--- src/rtl/fu_issue_if.sv ---
// Issue-side bundle for one fixed-latency FU: request queue input, FU EN/finish
// handshake and writeback valid/ready, plus status flags.
interface fu_issue_if #(
    parameter int unsigned TAG_W = 3
);
    logic             req_valid;
    logic             req_ready;
    logic [31:0]      req_A;
    logic [31:0]      req_B;
    logic [TAG_W-1:0] req_tag;

    logic             fu_EN;
    logic [31:0]      fu_A;
    logic [31:0]      fu_B;
    logic [31:0]      fu_res;
    logic             fu_finish;

    logic             wb_valid;
    logic             wb_ready;
    logic [31:0]      wb_res;
    logic [TAG_W-1:0] wb_tag;

    logic             busy;
    logic             timeout_err;

    // Environment side: issue stage, FU and writeback.
    modport master (
        output req_valid, req_A, req_B, req_tag, fu_res, fu_finish, wb_ready,
        input  req_ready, fu_EN, fu_A, fu_B, wb_valid, wb_res, wb_tag, busy, timeout_err
    );

    // Controller side.
    modport slave (
        input  req_valid, req_A, req_B, req_tag, fu_res, fu_finish, wb_ready,
        output req_ready, fu_EN, fu_A, fu_B, wb_valid, wb_res, wb_tag, busy, timeout_err
    );
endinterface

--- src/rtl/fu_issue_ctrl.sv ---
// Issue controller for a single fixed-latency FU: queues ops, pulses EN with held
// operands, captures the result on finish and offers it to writeback; watchdog on WAIT.
module fu_issue_ctrl #(
    parameter int unsigned DEPTH   = 2,
    parameter int unsigned TAG_W   = 3,
    parameter int unsigned TIMEOUT = 15
) (
    input  logic     clk,
    input  logic     rst,
    fu_issue_if.slave bus
);
    localparam int unsigned AW = $clog2(DEPTH);
    localparam int unsigned PW = AW + 1;
    localparam int unsigned DW = 32;
    localparam int unsigned EW = 2 * DW + TAG_W;
    localparam int unsigned WW = $clog2(TIMEOUT + 1);

    typedef enum logic [1:0] {S_IDLE, S_ISSUE, S_WAIT, S_WB} state_e;

    state_e           state_q, state_d;
    logic [PW-1:0]    wr_ptr_q, wr_ptr_d;
    logic [PW-1:0]    rd_ptr_q, rd_ptr_d;
    logic [EW-1:0]    mem_q [DEPTH];
    logic [EW-1:0]    mem_d [DEPTH];
    logic [DW-1:0]    op_a_q, op_a_d;
    logic [DW-1:0]    op_b_q, op_b_d;
    logic [TAG_W-1:0] op_tag_q, op_tag_d;
    logic [DW-1:0]    wb_res_q, wb_res_d;
    logic [TAG_W-1:0] wb_tag_q, wb_tag_d;
    logic [WW-1:0]    wdog_q, wdog_d;
    logic             wb_valid_q, wb_valid_d;
    logic             fu_en_q, fu_en_d;
    logic             req_ready_q, req_ready_d;
    logic             busy_q, busy_d;
    logic             timeout_err_q, timeout_err_d;

    logic             empty;
    logic             push;
    logic             pop;
    logic [EW-1:0]    head;

    assign empty = (wr_ptr_q == rd_ptr_q);
    assign push  = bus.req_valid && req_ready_q;
    assign head  = mem_q[rd_ptr_q[AW-1:0]];

    // FSM: next state, pop decision, op/wb buffer updates and watchdog.
    always_comb begin
        state_d       = state_q;
        pop           = 1'b0;
        op_a_d        = op_a_q;
        op_b_d        = op_b_q;
        op_tag_d      = op_tag_q;
        wb_res_d      = wb_res_q;
        wb_tag_d      = wb_tag_q;
        wdog_d        = wdog_q;
        timeout_err_d = timeout_err_q;
        unique case (state_q)
            S_IDLE: begin
                if (!empty) begin
                    pop     = 1'b1;
                    state_d = S_ISSUE;
                end
            end
            S_ISSUE: begin
                wdog_d  = '0;
                state_d = S_WAIT;
            end
            S_WAIT: begin
                // A finish arriving on the last watchdog cycle still completes the op.
                if (bus.fu_finish) begin
                    wb_res_d = bus.fu_res;
                    wb_tag_d = op_tag_q;
                    state_d  = S_WB;
                end else if (wdog_q == WW'(TIMEOUT)) begin
                    timeout_err_d = 1'b1;
                    state_d       = S_IDLE;
                end else begin
                    wdog_d = wdog_q + WW'(1);
                end
            end
            S_WB: begin
                if (bus.wb_ready) begin
                    if (!empty) begin
                        pop     = 1'b1;
                        state_d = S_ISSUE;
                    end else begin
                        state_d = S_IDLE;
                    end
                end
            end
            default: state_d = S_IDLE;
        endcase
        if (pop) begin
            {op_a_d, op_b_d, op_tag_d} = head;
        end
        fu_en_d    = (state_d == S_ISSUE);
        wb_valid_d = (state_d == S_WB);
    end

    // Request FIFO: write side, read pointer and registered ready.
    always_comb begin
        mem_d    = mem_q;
        wr_ptr_d = wr_ptr_q;
        if (push) begin
            mem_d[wr_ptr_q[AW-1:0]] = {bus.req_A, bus.req_B, bus.req_tag};
            wr_ptr_d                = wr_ptr_q + PW'(1);
        end
        rd_ptr_d    = pop ? (rd_ptr_q + PW'(1)) : rd_ptr_q;
        req_ready_d = !((wr_ptr_d[AW] != rd_ptr_d[AW]) &&
                        (wr_ptr_d[AW-1:0] == rd_ptr_d[AW-1:0]));
    end

    always_comb begin
        busy_d = (state_d != S_IDLE) || (wr_ptr_d != rd_ptr_d);
    end

    always_ff @(posedge clk or posedge rst) begin
        if (rst) begin
            state_q       <= S_IDLE;
            wr_ptr_q      <= '0;
            rd_ptr_q      <= '0;
            mem_q         <= '{default: '0};
            op_a_q        <= '0;
            op_b_q        <= '0;
            op_tag_q      <= '0;
            wb_res_q      <= '0;
            wb_tag_q      <= '0;
            wdog_q        <= '0;
            wb_valid_q    <= 1'b0;
            fu_en_q       <= 1'b0;
            req_ready_q   <= 1'b1;
            busy_q        <= 1'b0;
            timeout_err_q <= 1'b0;
        end else begin
            state_q       <= state_d;
            wr_ptr_q      <= wr_ptr_d;
            rd_ptr_q      <= rd_ptr_d;
            mem_q         <= mem_d;
            op_a_q        <= op_a_d;
            op_b_q        <= op_b_d;
            op_tag_q      <= op_tag_d;
            wb_res_q      <= wb_res_d;
            wb_tag_q      <= wb_tag_d;
            wdog_q        <= wdog_d;
            wb_valid_q    <= wb_valid_d;
            fu_en_q       <= fu_en_d;
            req_ready_q   <= req_ready_d;
            busy_q        <= busy_d;
            timeout_err_q <= timeout_err_d;
        end
    end

    assign bus.req_ready   = req_ready_q;
    assign bus.fu_EN       = fu_en_q;
    assign bus.fu_A        = op_a_q;
    assign bus.fu_B        = op_b_q;
    assign bus.wb_valid    = wb_valid_q;
    assign bus.wb_res      = wb_res_q;
    assign bus.wb_tag      = wb_tag_q;
    assign bus.busy        = busy_q;
    assign bus.timeout_err = timeout_err_q;
endmodule

--- src/flat_wrapper.sv ---
// flat-port wrapper written by rule: the top's interface ports become plain ports
module fu_issue_ctrl_flat 
#(
    parameter int unsigned DEPTH   = 2,
    parameter int unsigned TAG_W   = 3,
    parameter int unsigned TIMEOUT = 15
)
  (clk, rst, bus_req_valid, bus_req_A, bus_req_B, bus_req_tag, bus_fu_res, bus_fu_finish, bus_wb_ready, bus_req_ready, bus_fu_EN, bus_fu_A, bus_fu_B, bus_wb_valid, bus_wb_res, bus_wb_tag, bus_busy, bus_timeout_err);
  fu_issue_if #(.TAG_W(TAG_W)) bus_i ();
  input  logic clk;
  input  logic rst;
  input wire logic [$bits(bus_i.req_valid)-1:0] bus_req_valid;
  input wire logic [$bits(bus_i.req_A)-1:0] bus_req_A;
  input wire logic [$bits(bus_i.req_B)-1:0] bus_req_B;
  input wire logic [$bits(bus_i.req_tag)-1:0] bus_req_tag;
  input wire logic [$bits(bus_i.fu_res)-1:0] bus_fu_res;
  input wire logic [$bits(bus_i.fu_finish)-1:0] bus_fu_finish;
  input wire logic [$bits(bus_i.wb_ready)-1:0] bus_wb_ready;
  output wire logic [$bits(bus_i.req_ready)-1:0] bus_req_ready;
  output wire logic [$bits(bus_i.fu_EN)-1:0] bus_fu_EN;
  output wire logic [$bits(bus_i.fu_A)-1:0] bus_fu_A;
  output wire logic [$bits(bus_i.fu_B)-1:0] bus_fu_B;
  output wire logic [$bits(bus_i.wb_valid)-1:0] bus_wb_valid;
  output wire logic [$bits(bus_i.wb_res)-1:0] bus_wb_res;
  output wire logic [$bits(bus_i.wb_tag)-1:0] bus_wb_tag;
  output wire logic [$bits(bus_i.busy)-1:0] bus_busy;
  output wire logic [$bits(bus_i.timeout_err)-1:0] bus_timeout_err;
  assign bus_i.req_valid = bus_req_valid;
  assign bus_i.req_A = bus_req_A;
  assign bus_i.req_B = bus_req_B;
  assign bus_i.req_tag = bus_req_tag;
  assign bus_i.fu_res = bus_fu_res;
  assign bus_i.fu_finish = bus_fu_finish;
  assign bus_i.wb_ready = bus_wb_ready;
  assign bus_req_ready = bus_i.req_ready;
  assign bus_fu_EN = bus_i.fu_EN;
  assign bus_fu_A = bus_i.fu_A;
  assign bus_fu_B = bus_i.fu_B;
  assign bus_wb_valid = bus_i.wb_valid;
  assign bus_wb_res = bus_i.wb_res;
  assign bus_wb_tag = bus_i.wb_tag;
  assign bus_busy = bus_i.busy;
  assign bus_timeout_err = bus_i.timeout_err;
  fu_issue_ctrl #(.DEPTH(DEPTH), .TAG_W(TAG_W), .TIMEOUT(TIMEOUT)) u_core (.clk(clk), .rst(rst), .bus(bus_i));
endmodule
--- config.mk ---
export PLATFORM = sky130hd
export DESIGN_NAME = fu_issue_ctrl_flat
export DESIGN_NICKNAME = d
export VERILOG_FILES = /design/src/rtl/fu_issue_if.sv /design/src/rtl/fu_issue_ctrl.sv /design/src/flat_wrapper.sv
export SDC_FILE = /design/constraint.sdc
export NUM_CORES = 1
export LEC_CHECK = 0
export ABC_AREA = 1
export CORE_MARGIN = 10
export CORE_UTILIZATION = 40
export CTS_CLUSTER_SIZE = 14
export DETAILED_ROUTE_END_ITERATION = 16
export HOLD_SLACK_MARGIN = 0.15
export PLACE_DENSITY = 0.73
export SYNTH_ARGS = -nofsm -noshare
export SYNTH_HDL_FRONTEND = slang
export SYNTH_SLANG_ARGS = --single-unit
--- constraint.sdc ---
create_clock -name clk -period 17 [get_ports clk]
set_input_delay 5.1 -clock clk [delete_from_list [all_inputs] [get_ports clk]]
set_output_delay 5.1 -clock clk [all_outputs]
set_load 0.005 [all_outputs]
== Word level (Yosys, flattened, before mapping) ==
Cells that the tools add are included.
Storage, ports and cells
  flip-flop bits (word level): 251
  input bits: 104
  output and inout port bits: 104
  word-level logic and storage cells: 68
Operators by class
  add/subtract/negate cells: 3
  $lt $le $gt $ge: 3
  equality and inequality tests: 12
  muxes and demuxes: 20
  bitwise gates (word level): 3
  reductions and logical operators: 11
Operators with widths (count)
  $mux 67: 4
  $bwmux 134: 1
  $demux 67 s1: 1
  $mux 2: 6
  $mux 4: 2
  $pmux 2 s4: 1
  $pmux 4 s2: 1
  $eq 2x2->1 const B: 3
  $reduce_and 3->1: 2
  $add 2x1->2 const B: 2
  $add 4x1->4 const B: 1
  $eq 2x1->1 const B: 2
  $eq 4x4->1 const B: 1
  $ge 2x2->1 const B: 2
  $ne 2x2->1 const B: 2
  $not 1->2: 2
  $reduce_bool 2->1: 2
  $logic_and 1x1->1: 3
  $mux 1: 3
  $eq 2x2->1: 1
  $logic_not 2->1: 1
  $lt 2x1->1 const B: 1
  $ne 2x2->1: 1
  $pmux 1 s2: 1
  6 further kinds: 6

== Longest topological paths before layout ==
  word-level depth: 8
  mapped depth: 11

== Worst setup path after synthesis ==
Ideal clock, no wire load.
  path kind: input-to-reg
  from: input port bus_req_valid
  to: register u_core.mem_q[0] (netlist bit)
  arrival: 6314 ps
  data required time: 16875 ps
  setup slack: 10562 ps
  stages: 6
  buffers on the path: 2
  path through: nand2_1 inv_1 ha_1 clkbuf_1 buf_2 mux2_2
On the way
  cells in the longest elaborated chain, start to end: 1
RTL lines
  from (decl): RTL line flat_wrapper.sv:12  | input wire logic [$bits(bus_i.req_valid)-1:0] bus_req_valid;
  $logic_and 1x1->1: RTL line fu_issue_ctrl.sv:43  | assign push = bus.req_valid && req_ready_q;
  to (signal assigned): RTL line fu_issue_ctrl.sv:138  | mem_q <= mem_d;
  to (decl): RTL line fu_issue_ctrl.sv:23  | logic [EW-1:0] mem_q [DEPTH];
No other way between the ends.
A chain may end at the register's enable or synchronous reset.

== Final worst setup path ==
  from: input port bus_wb_ready
  to: register u_core.op_b_q[22], in the netlist u_core.bus.fu_B[22]
On the way
  cells in the longest elaborated chain, start to end: 2
RTL lines
  from (decl): RTL line flat_wrapper.sv:18  | input wire logic [$bits(bus_i.wb_ready)-1:0] bus_wb_ready;
  $mux 1: RTL line fu_issue_ctrl.sv:82  | if (bus.wb_ready) begin
  $pmux 1 s2: RTL line fu_issue_ctrl.sv:57  | unique case (state_q)
  to (signal assigned): RTL line fu_issue_ctrl.sv:140  | op_b_q <= op_b_d;
  to (decl): RTL line fu_issue_ctrl.sv:26  | logic [DW-1:0] op_b_q, op_b_d;
No other way between the ends.

==> metrics.csv <==
stage,metric,value,unit
layout,seq_area,6280,sq um
worst_hold_path,hold_path.class,flip-flop to flip-flop,
cts,cts-root-buf,clkbuf_16,
setup_path,cp_max_fo,36,
global_route,grt_max_degree,103,
power_and_ir_drop,switching_share,32.0,%
sta,final-max-slew-violation-count,0,
layout,multiInputGateArea,3290,sq um
layout,fin_nets,1136,
placement,hpwl,15300,microns
global_route,grtUsageTotal,14.4,%
sta,finalSetupViolCount,0,
setup_path,end_kind,flip-flop,
cts,cts_resized,0,
sta,timing.setup.tns,0,ns
logic_synthesis,ys_warn_count,0,
sta,fmax,131,MHz
die,die_area,31600,sq um
detailed_routing,drt_iter0_markers,318,
detailed_routing,wl_per_cell,17.0,microns
global_route,grt_pass1_vias,7092,
run,drv_cap,0,
placement,place_inst,1320,
logic_synthesis,syn-cell-area,9950,sq um
cts,htreeDepth,1,
layout,fillers,2091,
sta,fin_ws,9.36,ns
layout,fin_area,13200,sq um
power_and_ir_drop,pwr-share-clk,21.9,%
logic_synthesis,ys_types,29,
placement,placed_cell_area,12300,sq um
global_route,grt-ovfl-total,0,
die,ios,208,
logic_synthesis,syn_inst,826,
power_and_ir_drop,p_int,0.00177,W
global_route,grt_pass1_wl,37300,microns
setup_path,cp.arrival,8.04,ns
power_and_ir_drop,power_frac_comb,37.6,%
die,rows,57,
cts,clock_path_buffers,3,
placement,routabilityCongestion,0.776,
sta,period_needed,7.64,ns
die,fp.dieW,178,microns
power_and_ir_drop,seqPwrFrac,40.5,%
cts,cts_sinks,251,
cts,cts_tree,built,
detailed_routing,via_per_inst,4.93,
logic_synthesis,yosys.area.top_type,dfrtp_1,
setup_path,start_kind,input port,
die,die_height,178,microns
layout,post-route-util,54.1,%
detailed_routing,antenna_left,0,
sta,slew_headroom,25.1,%
detailed_routing,num_vias,6748,
sta,finalCritPeriodShare,44.9,%
placement,pre_cts_ws,8.79,ns
sta,worstMarginPinSlew,1.12,ns
sta,rsz0062_at_grt,false,
power_and_ir_drop,leakagePower,5.73,nW
logic_synthesis,ys_seq_elements,251,
logic_synthesis,syn_avg_cell_area,12.0,sq um
layout,final_cells,1368,
logic_synthesis,synth.top_cell.area_share,62.9,%
cts,cts_inserted_buffers,26,
sta,finClkSkew,0.0113,ns
layout,final_layout_size_suffix_gt1_share,19.9,%
logic_synthesis,syn-num-nets,938,
cts,cts_hold_buffers,0,
placement,portBuffers,207,
logic_synthesis,synth.area.top_cells,"dfrtp_1 (63%), mux2_2 (15%), nand2_1 (4.9%)",
sta,hold_violations,0,
global_route,antenna_found_initial,2,
status,outcome,completed,
die,start_util,40.8,%
power_and_ir_drop,ir_worst_vdd,0.105,mV
setup_path,crit_type,input port to flip-flop,
logic_synthesis,yosysSeqAreaShare,63.1,%
die,fp.coreArea,24400,sq um
detailed_routing,first_pass_iters,5,
cts,cts_setup_buffers,0,
power_and_ir_drop,p_sw,0.000835,W
detailed_routing,drc,0,
cts,clk_pin_slew_worst_paths,0.06,ns
detailed_routing,drt_wl_total,23200,microns
layout,syn_to_final_growth,32.5,%
setup_path,crit_required,17.40,ns
power_and_ir_drop,power_density,198,nW/um^2
cts,clk-insertion-delay-late,0.52,ns
[cell usage in the layout (no fill, tap or decap), types with 10 or more instances in the layout]
cell             count
o211ai_2            10
mux2_2             137
nand3_1             12
o211ai_1            22
nor2_1              76
clkdlybuf4s50_1    207
nand2_1            129
inv_1               53
clkbuf_16           27
o22ai_1             35
o21ai_0             35
dfrtp_1            250
[metrics by stage]
step	hold WS (ns)	power, W
after floorplan	0.456	0.00163
after global placement	0.460	0.00202
after detailed placement	0.465	0.00206
after CTS	0.481	0.00264
after global routing	0.504	0.00279
final	0.480	0.00261
[layout make-up]
type	instances	share of cell area [%]
clock buffer	34	5.70
inverter	57	1.71
timing repair buffer	211	15.9
sequential	251	47.6
clock inverter	12	0.930
multi-input combinational	477	25.0
antenna	2	0.0379
tap	324	3.07
[final timing paths]
path | cells after the start | slack, ns | endpoint | start
hold reg to reg | 2 | 0.48 | u_core.bus.fu_B[5] | u_core.mem_q[8]
max in group asynchronous | 4 | 9.61 | u_core.bus.fu_A[16] | rst
min in group asynchronous | 2 | 5.09 | u_core.bus.wb_res[23] | rst
setup / recovery | 9 | 9.36 | u_core.bus.fu_B[22] | bus_wb_ready
hold / removal | 2 | 0.48 | u_core.bus.fu_B[5] | u_core.mem_q[8]
setup reg to reg | 9 | 13.69 | u_core.bus.fu_B[22] | u_core.state_q[1]
[synth_stat cells]
cell type  instances
o22ai_1           35
buf_2             15
dfstp_2            1
a21oi_1            2
clkinv_2           1
mux2_2           137
o21ai_0           35
o211ai_1          22
nand2_4            3
inv_4              1
xnor2_1            2
buf_1              3
nand2_2            1
o211ai_2          10
nand2_1          129
ha_1               8
inv_2              1
dfrtp_1          250
nor3_1             1
clkbuf_1          19
o21bai_1           1
nor2_1            76
and3_1             1
nand3_1           12
buf_6              1
buf_4              3
xor2_1             1
nand3_2            1
inv_1             54
[flip-flops by register name (all words and copies together), names as in the netlist]
name	count
u_core.bus.wb_valid	1
u_core.bus.wb_res	32
u_core.bus.busy	1
u_core.bus.fu_B	32
u_core.bus.timeout_err	1
u_core.rd_ptr_q	2
u_core.bus.fu_EN	1
u_core.wdog_q	4
u_core.op_tag_q	3
u_core.wr_ptr_q	2
u_core.bus.req_ready	1
u_core.state_q	2
u_core.bus.fu_A	32
u_core.bus.wb_tag	3
u_core.mem_q	134
[critical path: stages]
cell	delay, ns
clkdlybuf4s50_1	0.48
nand2_1	0.08
a21oi_1	0.42
nand2_4	0.38
inv_4	0.47
nand2_4	0.37
clkinv_2	0.50
nand2_1	0.13
o211ai_1	0.11
[routing by layer]
metal  GRT usage, %  wire [microns]
met5              0              13
met1           17.8            9950
met4           3.06             275
met2           23.9           10700
met3           5.25            2240
[power by group through the flow]
| stage | Combinational, W | Sequential [W] | Clock (W) |
|---|---|---|---|
| finish | 0.000979 | 0.00106 | 0.000570 |
| global route | 0.00109 | 0.00109 | 0.000610 |
| CTS | 0.00100 | 0.00106 | 0.000583 |
| detailed placement | 0.000998 | 0.00106 | 0 |
| global placement | 0.000966 | 0.00106 | 0 |
| floorplan | 0.000590 | 0.00104 | 0 |
[kinds of logic after synthesis]
kind of cell,count (synthesis),synth area share (%)
flops,251,63.1
simple gates,224,8.95
mux,137,15.5
compound gates,105,7.05
buf+inv,98,4.11
fa+ha+maj,8,1.01
xor+xnor,3,0.264
No activity file was read; power rests on OpenSTA's default activity.
